File: src/rtl/riscv_pipeline_pkg.sv
`default_nettype none
// ============================================================================
// Module      : riscv_pipeline_pkg
// Description : Shared constants and types for the 5-stage RISC-V pipeline.
// Revision    : 1.0 - initial release
// ============================================================================
package riscv_pipeline_pkg;

   localparam int XLEN = 32;

   // addi x0,x0,0, also used by the IF/ID flush path
   localparam logic [XLEN-1:0] NOP_INSTR = 32'h0000_0013;

   typedef enum logic [1:0] {
      REQ  = 2'd0,
      WAIT = 2'd1,
      HOLD = 2'd2
   } fetch_state_t;

endpackage
`default_nettype wire

File: src/rtl/if_fetch_unit.sv
`default_nettype none
// ============================================================================
// Module      : if_fetch_unit
// Description : Instruction-fetch stage; owns the PC, fetches one instruction
//               at a time and presents it to the IF/ID register.
//               Optional macro: FETCH_MISALIGN_TRAP_EN (misaligned redirect
//               produces a flagged NOP instead of a memory request).
// Revision    : 1.0 - initial release
// ============================================================================
module if_fetch_unit #(
   parameter logic [31:0] RESET_PC  = 32'h0000_0000,
   parameter logic [31:0] NOP_INSTR = riscv_pipeline_pkg::NOP_INSTR
) (
   input  logic        clk,
   input  logic        reset,
   input  logic        pc_write,
   input  logic        redirect_valid,
   input  logic [31:0] redirect_target,
   output logic        imem_req,
   output logic [31:0] imem_addr,
   input  logic        imem_ready,
   input  logic        imem_rvalid,
   input  logic [31:0] imem_rdata,
   output logic        fetch_valid,
   output logic [31:0] fetch_instruction,
   output logic [31:0] fetch_pc,
   output logic        fetch_misaligned
);

   import riscv_pipeline_pkg::*;

   localparam logic [XLEN-1:0] c_align_mask = 32'h0000_0003;
   localparam logic [XLEN-3:0] c_word_inc   = 1;

   fetch_state_t    r_state;
   logic [XLEN-1:0] r_pc;
   logic            r_kill;
   logic [XLEN-1:0] r_buf_inst;
   logic [XLEN-1:0] r_buf_pc;
   logic            r_mis;

   logic [XLEN-1:0] w_target;
   logic            w_target_mis;
   logic            w_pc_mis;
   logic [XLEN-1:0] w_pc_next;

`ifdef FETCH_MISALIGN_TRAP_EN
   assign w_target     = redirect_target;
   assign w_target_mis = |redirect_target[1:0];
   assign w_pc_mis     = |r_pc[1:0];
`else
   assign w_target     = redirect_target & ~c_align_mask;
   assign w_target_mis = 1'b0;
   assign w_pc_mis     = 1'b0;
`endif

   // Next sequential PC, aligned down so a misaligned trap PC resumes on a word
   assign w_pc_next = {r_pc[XLEN-1:2] + c_word_inc, 2'b00};

   always_ff @(posedge clk or posedge reset) begin
      if (reset) begin
         r_state    <= REQ;
         r_pc       <= RESET_PC;
         r_kill     <= 1'b0;
         r_buf_inst <= NOP_INSTR;
         r_buf_pc   <= RESET_PC;
         r_mis      <= 1'b0;
      end else begin
         case (r_state)
            REQ: begin
               if (redirect_valid) begin
                  r_pc <= w_target;
                  if (imem_ready) begin
                     r_kill  <= 1'b1;
                     r_state <= WAIT;
                  end else if (w_target_mis) begin
                     r_buf_inst <= NOP_INSTR;
                     r_buf_pc   <= w_target;
                     r_mis      <= 1'b1;
                     r_state    <= HOLD;
                  end
               end else if (imem_ready) begin
                  r_state <= WAIT;
               end
            end

            WAIT: begin
               if (imem_rvalid) begin
                  r_kill <= 1'b0;
                  if (redirect_valid) begin
                     r_pc <= w_target;
                     if (w_target_mis) begin
                        r_buf_inst <= NOP_INSTR;
                        r_buf_pc   <= w_target;
                        r_mis      <= 1'b1;
                        r_state    <= HOLD;
                     end else begin
                        r_state <= REQ;
                     end
                  end else if (r_kill) begin
                     // Stale response dropped; r_pc already holds the redirect target
                     if (w_pc_mis) begin
                        r_buf_inst <= NOP_INSTR;
                        r_buf_pc   <= r_pc;
                        r_mis      <= 1'b1;
                        r_state    <= HOLD;
                     end else begin
                        r_state <= REQ;
                     end
                  end else begin
                     r_buf_inst <= imem_rdata;
                     r_buf_pc   <= r_pc;
                     r_mis      <= 1'b0;
                     r_state    <= HOLD;
                  end
               end else if (redirect_valid) begin
                  r_pc   <= w_target;
                  r_kill <= 1'b1;
               end
            end

            HOLD: begin
               if (redirect_valid) begin
                  r_pc <= w_target;
                  if (w_target_mis) begin
                     r_buf_inst <= NOP_INSTR;
                     r_buf_pc   <= w_target;
                     r_mis      <= 1'b1;
                  end else begin
                     r_mis   <= 1'b0;
                     r_state <= REQ;
                  end
               end else if (pc_write) begin
                  r_pc    <= w_pc_next;
                  r_mis   <= 1'b0;
                  r_state <= REQ;
               end
            end

            default: r_state <= REQ;
         endcase
      end
   end

   assign imem_req          = (r_state == REQ) && !reset;
   assign imem_addr         = r_pc;
   assign fetch_valid       = (r_state == HOLD);
   assign fetch_instruction = (r_state == HOLD) ? r_buf_inst : NOP_INSTR;
   assign fetch_pc          = (r_state == HOLD) ? r_buf_pc : r_pc;
   assign fetch_misaligned  = (r_state == HOLD) && r_mis;

endmodule
`default_nettype wire

File: config.mk
export PLATFORM = sky130hd
export DESIGN_NAME = if_fetch_unit
export DESIGN_NICKNAME = d
export VERILOG_FILES = /design/src/rtl/riscv_pipeline_pkg.sv /design/src/rtl/if_fetch_unit.sv
export SDC_FILE = /design/constraint.sdc
export NUM_CORES = 1
export LEC_CHECK = 0
export ABC_AREA = 1
export CORE_MARGIN = 10
export CORE_UTILIZATION = 51
export DETAILED_ROUTE_END_ITERATION = 6
export GPL_TIMING_DRIVEN = 1
export PLACE_DENSITY_LB_ADDON = 0.08
export SLEW_MARGIN = 20
export SYNTH_ARGS = -nofsm -noshare
export SYNTH_HDL_FRONTEND = slang
export SYNTH_SLANG_ARGS = --single-unit
File: constraint.sdc
create_clock -name clk -period 6.87 [get_ports clk]
set_clock_uncertainty 0.1 [all_clocks]
set_input_delay 0.687 -clock clk [delete_from_list [all_inputs] [get_ports clk]]
set_output_delay 0.687 -clock clk [all_outputs]
set_load 0.02 [all_outputs]
==> load_flow_metrics.sql <==
INSERT INTO impl_metrics (metric_group, metric, value, unit) VALUES
('run_status', 'run_status', 'complete, no violations', ''),
('drt', 'avgRoutedWirePerCell', '15.66', 'µm'),
('synthesis', 'syn_inst', '739', ''),
('sta', 'final-max-slew-violation-count', '0', ''),
('cts', 'clock-sinks', '95', ''),
('cts', 'cts-root-to-sink-buffers', '2', ''),
('cts', 'clock_tree_from_tritoncts', 'built', ''),
('worst_setup_path', 'critical_path.endpoint_type', 'primary output', ''),
('die', 'floorplan.initialDensity', '52.23', '%'),
('global_route', 'global_route.overflow_total', '0', ''),
('synthesis', 'most_area_consuming_cells_after_synthesis', 'sky130_fd_sc_hd__dfrtp_1 (43%), sky130_fd_sc_hd__nand2_1 (14%), sky130_fd_sc_hd__nor2_1 (7.1%)', ''),
('global_route', 'vias_in_the_first_global_route', '5166', ''),
('worst_setup_path', 'r2r-start', 'r_state[0]$_DFFE_PP0P_', ''),
('cts', 'ctsHtreeMaxLevel', '3', ''),
('layout', 'layout.cells.most_common', 'sky130_fd_sc_hd__nand2_1', ''),
('synthesis', 'synth_area', '0.005368', 'mm²'),
('synthesis', 'yosys.area.top_type', 'sky130_fd_sc_hd__dfrtp_1', ''),
('power', 'power_frac_comb', '40.2', '%'),
('layout', 'fillCellCount', '914', ''),
('die', 'core-area', '0.01028', 'mm²'),
('worst_setup_path', 'worst-path-max-fanout', '62', ''),
('drt', 'antenna_left', '0', ''),
('cts', 'clock_buffers_created_by_tritoncts', '9', ''),
('drt', 'first_iter_violations', '383', ''),
('sta', 'layout_min_cycle_time', '3.478', 'ns'),
('drt', 'dr_total_vias', '5221', ''),
('worst_setup_path', 'timing.setup.critical_path_class', 'reg -> out', ''),
('global_route', 'globalRouteTotalUtil', '21.23', '%'),
('placement', 'gpl.final_weighted_congestion', '0.9774', ''),
('cts', 'root_buffer', 'sky130_fd_sc_hd__clkbuf_8', ''),
('synthesis', 'yosys.cell_types.count', '32', ''),
('hold_path', 'whs_path_depth', '2', ''),
('sta', 'relSlewSlack', '44.57', '%'),
('run', 'cap_violations', '0', ''),
('sta', 'timing_hold_violations_final', '0', ''),
('power', 'p_total', '2.190', 'mW'),
('power', 'irDropWorstVdd', '0.1366', 'mV'),
('sta', 'rsz_0062_raised_after_global_routing', 'no', ''),
('cts', 'insertion_delay', '0.37', 'ns'),
('global_route', 'grt_start_max_net_pins', '123', ''),
('hold_path', 'hold_start', 'r_buf_pc[27]$_DFFE_PP0P_', ''),
('hold_path', 'whs_endpoint', 'r_buf_pc[27]$_DFFE_PP0P_', ''),
('worst_setup_path', 'regToRegEndpoint', 'imem_addr[14]$_DFFE_PP0P_', ''),
('sta', 'clock.fmax', '287.5', 'MHz'),
('synthesis', 'synth_seq_area_share', '44.36', '%'),
('hold_path', 'worst_hold_path_type', 'reg -> reg', ''),
('layout', 'area.growth.synth_to_final', '33.89', '%'),
('die', 'die-height', '122.6', 'µm'),
('sta', 'report.final.setup_viol', '0', ''),
('die', 'die_x', '122.6', 'µm'),
('synthesis', 'synth_area_per_cell', '7.263', 'µm²'),
('global_route', 'antenna_found_initial', '0', ''),
('power', 'power_density', '304.8', 'mW/mm²'),
('layout', 'final_util', '69.93', '%'),
('die', 'rows', '37', ''),
('sta', 'summed_negative_setup_slack_over_all_endpoints', '0', 'ns'),
('cts', 'ctsResizeCount', '0', ''),
('placement', 'dp_cells', '1003', ''),
('worst_setup_path', 'cp_data_arrival_time', '2.69', 'ns'),
('layout', 'antenna_cells', '0', ''),
('worst_setup_path', 'rr_worst_depth', '8', ''),
('synthesis', 'synth_top_area_share', '42.89', '%'),
('placement', 'dp_hpwl', '11780', 'µm'),
('sta', 'tightest_slew', '0.8302', 'ns'),
('synthesis', 'synth-seq-cells', '95', ''),
('synthesis', 'ys_warn_count', '0', ''),
('cts', 'post_cts.repair.setup_buffers', '0', ''),
('die', 'die-area', '0.01503', 'mm²'),
('drt', 'via_per_inst', '5.124', ''),
('layout', 'instances_no_fill', '1019', ''),
('worst_setup_path', 'timing.reg2reg.setup_slack', '4.10', 'ns');
==> stage by stage <==
| stage | setup slack (ns) | cell area [µm²] | hold WS, ns |
|---|---|---|---|
| after floorplan | 3.611 | 5383 | 0.3534 |
| after global placement | 3.774 | 6967 | 0.3667 |
| after detailed placement | 3.752 | 6967 | 0.3745 |
| after CTS | 3.346 | 7178 | 0.3957 |
| after global routing | 3.096 | 7187 | 0.4110 |
| final | 3.392 | 7187 | 0.3909 |
==> cells by family (layout without fill, tap and decap cells) <==
| logic type | after synthesis | count (layout) | synth area share (%) |
|---|---|---|---|
| compound gates | 148 | 148 | 14.69 |
| fa+ha+maj | 1 | 1 | 0.2331 |
| buf+inv | 116 | 256 | 9.557 |
| flops | 95 | 95 | 44.36 |
| mux | 3 | 3 | 0.8391 |
| other cells | 1 | 5 | 0.06986 |
| simple gates | 375 | 375 | 30.26 |
==> area by class of cell <==
type / count / area, µm² / share of cell area, %
clock buffer: 14 / 172.7 / 2.403
clock inverter: 2 / 38.79 / 0.5397
inverter: 77 / 290.3 / 4.039
multi-input combinational: 532 / 2507 / 34.89
sequential: 95 / 2381 / 33.13
tap: 136 / 170.2 / 2.368
timing repair buffer: 163 / 1627 / 22.63
==> state kept, by name, summed over array words and instances (netlist names) <==
| name | cells |
|---|---|
| r_state | 2 |
| imem_addr | 30 |
| r_kill | 1 |
| r_buf_pc | 30 |
| r_buf_inst | 32 |
==> layer usage <==
| layer | vias up | GRT usage, % | part of all wire [%] |
|---|---|---|---|
| met5 | - | 0 | 0 |
| met4 | 0 | 8.100 | 2.4 |
| met3 | 32 | 4.454 | 7.5 |
| met2 | 180 | 34.89 | 47 |
| met1 | 2406 | 26.95 | 43 |
| li1 | 2603 | - | - |
==> worst max-delay path by stage <==
stage | depth (start not counted) | to | slack, ns | startpoint
2_1_floorplan | 1 | imem_addr[10]$_DFFE_PP0P_ | 3.61 | reset
3_3_place_gp | 6 | fetch_pc[19] | 3.77 | r_state[0]$_DFFE_PP0P_
3_5_place_dp | 6 | fetch_pc[16] | 3.75 | r_state[0]$_DFFE_PP0P_
4_1_cts | 6 | fetch_pc[16] | 3.35 | r_state[0]$_DFFE_PP0P_
5_1_grt | 6 | fetch_pc[25] | 3.10 | r_state[0]$_DFFE_PP0P_
6_report | 6 | fetch_pc[16] | 3.39 | r_state[0]$_DFFE_PP0P_
==> worst max-delay path, cell delays in order, from the launching register on <==
cell and delay [ns]:
sky130_fd_sc_hd__dfrtp_1 0.38, sky130_fd_sc_hd__inv_2 0.08, sky130_fd_sc_hd__nand2_4 0.22, sky130_fd_sc_hd__inv_2 0.70
sky130_fd_sc_hd__nand2_1 0.09, sky130_fd_sc_hd__o21ai_0 0.16, sky130_fd_sc_hd__clkdlybuf4s50_1 0.67
==> Yosys cell counts <==
cell type	instances
sky130_fd_sc_hd__a21oi_1	46
sky130_fd_sc_hd__a22oi_1	2
sky130_fd_sc_hd__a31oi_1	2
sky130_fd_sc_hd__a32oi_1	1
sky130_fd_sc_hd__and2_1	5
sky130_fd_sc_hd__buf_2	14
sky130_fd_sc_hd__buf_4	10
sky130_fd_sc_hd__buf_6	3
sky130_fd_sc_hd__clkbuf_1	12
sky130_fd_sc_hd__clkinv_1	1
sky130_fd_sc_hd__conb_1	1
sky130_fd_sc_hd__dfrtp_1	92
sky130_fd_sc_hd__dfstp_2	3
sky130_fd_sc_hd__ha_1	1
sky130_fd_sc_hd__inv_1	73
sky130_fd_sc_hd__inv_2	3
sky130_fd_sc_hd__mux2_4	3
sky130_fd_sc_hd__nand2_1	197
sky130_fd_sc_hd__nand2_2	8
sky130_fd_sc_hd__nand2_4	3
sky130_fd_sc_hd__nand3_1	35
sky130_fd_sc_hd__nand4_1	3
sky130_fd_sc_hd__nor2_1	101
sky130_fd_sc_hd__nor2_2	6
sky130_fd_sc_hd__nor2_4	5
sky130_fd_sc_hd__nor2_8	2
sky130_fd_sc_hd__o21a_1	13
sky130_fd_sc_hd__o21ai_0	72
sky130_fd_sc_hd__o21ai_1	10
sky130_fd_sc_hd__o22ai_1	1
sky130_fd_sc_hd__o31ai_1	1
sky130_fd_sc_hd__or2_2	10
==> power by group through the flow <==
stage	clock [mW]	combinational (mW)	sequential, mW
global placement	0	0.858	0.910
detailed placement	0	0.886	0.922
floorplan	0	0.495	0.934
CTS	0.403	0.889	0.911
finish	0.396	0.880	0.914
global route	0.425	0.977	0.943
Power figures use the tool's default switching activity.
==> patch, RTL diff (config.mk and constraints unchanged) <==
Build with the macro `FETCH_MISALIGN_TRAP_EN` defined.
--- a/src/rtl/if_fetch_unit.sv
+++ b/src/rtl/if_fetch_unit.sv
@@ -7,6 +7,8 @@
 //               produces a flagged NOP instead of a memory request).
 // Revision    : 1.0 - initial release
 // ============================================================================
+`define FETCH_MISALIGN_TRAP_EN
+
 module if_fetch_unit #(
    parameter logic [31:0] RESET_PC  = 32'h0000_0000,
    parameter logic [31:0] NOP_INSTR = riscv_pipeline_pkg::NOP_INSTR
Check against the original RTL: not equivalent (a bounded check fails within 4 cycles, from zero or initial values and one cycle with reset high).
==> patch against the original RTL <==
  * Sequential cell count up 5
  * Global-route usage up 2.0 points
  * Clock power up 41%
  * Largest cell class unchanged
  * Combinational power rose to 2.6 times the old value
  * Power up 81%
  * Worst setup slack worse by 0.64 ns
  * Wire length up 44%
  * Final cell count up 47%
  * Sequential share of layout area down 5.8 points
  * Critical endpoint is now r_buf_pc[6]$_DFFE_PP0P_
  * Synthesized area up 34%
  * Cell area up 28%
  * Die area up 28%
==> patch: results (changes against the original RTL) <==
[outcome]
status = finished clean

[critical_path]
arrival_ns = 4.27  ; +1.58 ns
critPathMaxFanout = 101  ; +63%
slowest_delay_ns = 0.75  ; +0.05 ns
r2r_cells = 10  ; +2
slowest_stage = nor2_4

[timing]
slew_headroom = 0.2932  ; -0.1525
fmax_mhz = 243.1  ; -15%

[pwr]
switchingPower_uw = 2008  ; +140%
ir_drop_mv = 0.2433  ; +78%
leakage_uw = 0.004460  ; +36%

[global_routing]
grt_pass1_wl_mm = 38.10  ; +48%
track_usage = 0.2323  ; +0.01997
grt_max_degree = 102  ; -17%
grt_pass1_vias = 7493  ; +45%

[place]
globalplace.congestion = 0.9668  ; -1.1%
place_area_um2 = 8847  ; +27%
port_buffers = 168  ; +4.3%

[synthesis]
synth.distinct_cells = 28  ; -13%
synth_top_cells_by_count = nand2_1, o21ai_0, inv_1, dfrtp_1, nor2_1
synth_area_leaders = dfrtp_1, nand2_1, o21ai_0
synth_fp_nets = 1269
yosysSeqAreaShare = 0.3481  ; -0.09548

[route]
dr.pass1.iters = 6  ; -1
drt_iter0_markers = 809  ; +110%
wl_per_cell_um = 15.37  ; -1.9%

[layout]
drive_gt1_frac = 0.03113  ; -0.03682

[min_path]
hold_end = r_buf_inst[8]$_DFFE_PP0P_
holdPathStages = 2  ; unchanged

-- patch: cell count changes in the layout (fill, tap and decap cells not counted), sizes merged, moves of 6 or more --
cell / before / now
buf: 2 / 10
clkdlybuf4s50: 161 / 167
inv: 75 / 127
nand2: 208 / 520
nand3: 35 / 58
nand4: 3 / 22
nor2: 114 / 71
nor3: 0 / 14
o21a: 13 / 0
o21ai: 82 / 156
or2: 10 / 0
-- patch: power groups by stage --
stage	Sequential, µW	Combinational [µW]	Clock, µW
2_1_floorplan	1120	1410	0
3_3_place_gp	1080	2290	0
3_5_place_dp	1080	2320	0
4_1_cts	1070	2330	568
5_1_grt	1120	2580	586
6_report	1080	2320	560
-- patch: kinds of logic after synthesis --
group,count (synthesis),share of synthesized area
buf+inv,194,0.1119
xor+xnor,4,0.004866
simple gates,685,0.3801
flops,100,0.3481
compound gates,206,0.1463
fa+ha+maj,5,0.008690
-- patch: routing by layer --
layer	global-route usage	vias up	routed length, µm
met3	0.08219	46	2194
met5	0	-	0
met4	0.07578	0	609
met1	0.2793	3539	9458
li1	-	3982	-
met2	0.3785	326	10740
-- patch: layout make-up --
type / instances / area, µm²
clock buffer: 10 / 239.0
clock inverter: 6 / 77.57
fill: 1320 / 4717
inverter: 124 / 469.2
multi-input combinational: 900 / 3902
sequential: 100 / 2506
tap: 180 / 225.2
timing repair buffer: 177 / 1744
-- patch: worst max-delay path, delay by kind of cell (launching register included) --
kind          cells  cell delay, ns
buf+inv           5            1.79
flops             1            0.45
simple gates      4            1.15
fa+ha+maj         1            0.47
-- patch: stage by stage --
step                      hold slack, ns    util  cells
after floorplan                   0.3417       -   1194
after CTS                         0.3794  0.6602   1497
after global routing              0.3967  0.6602   1497
after global placement            0.3561  0.6374   1481
after detailed placement          0.3605  0.6374   1481
final                             0.3743  0.6602   1497
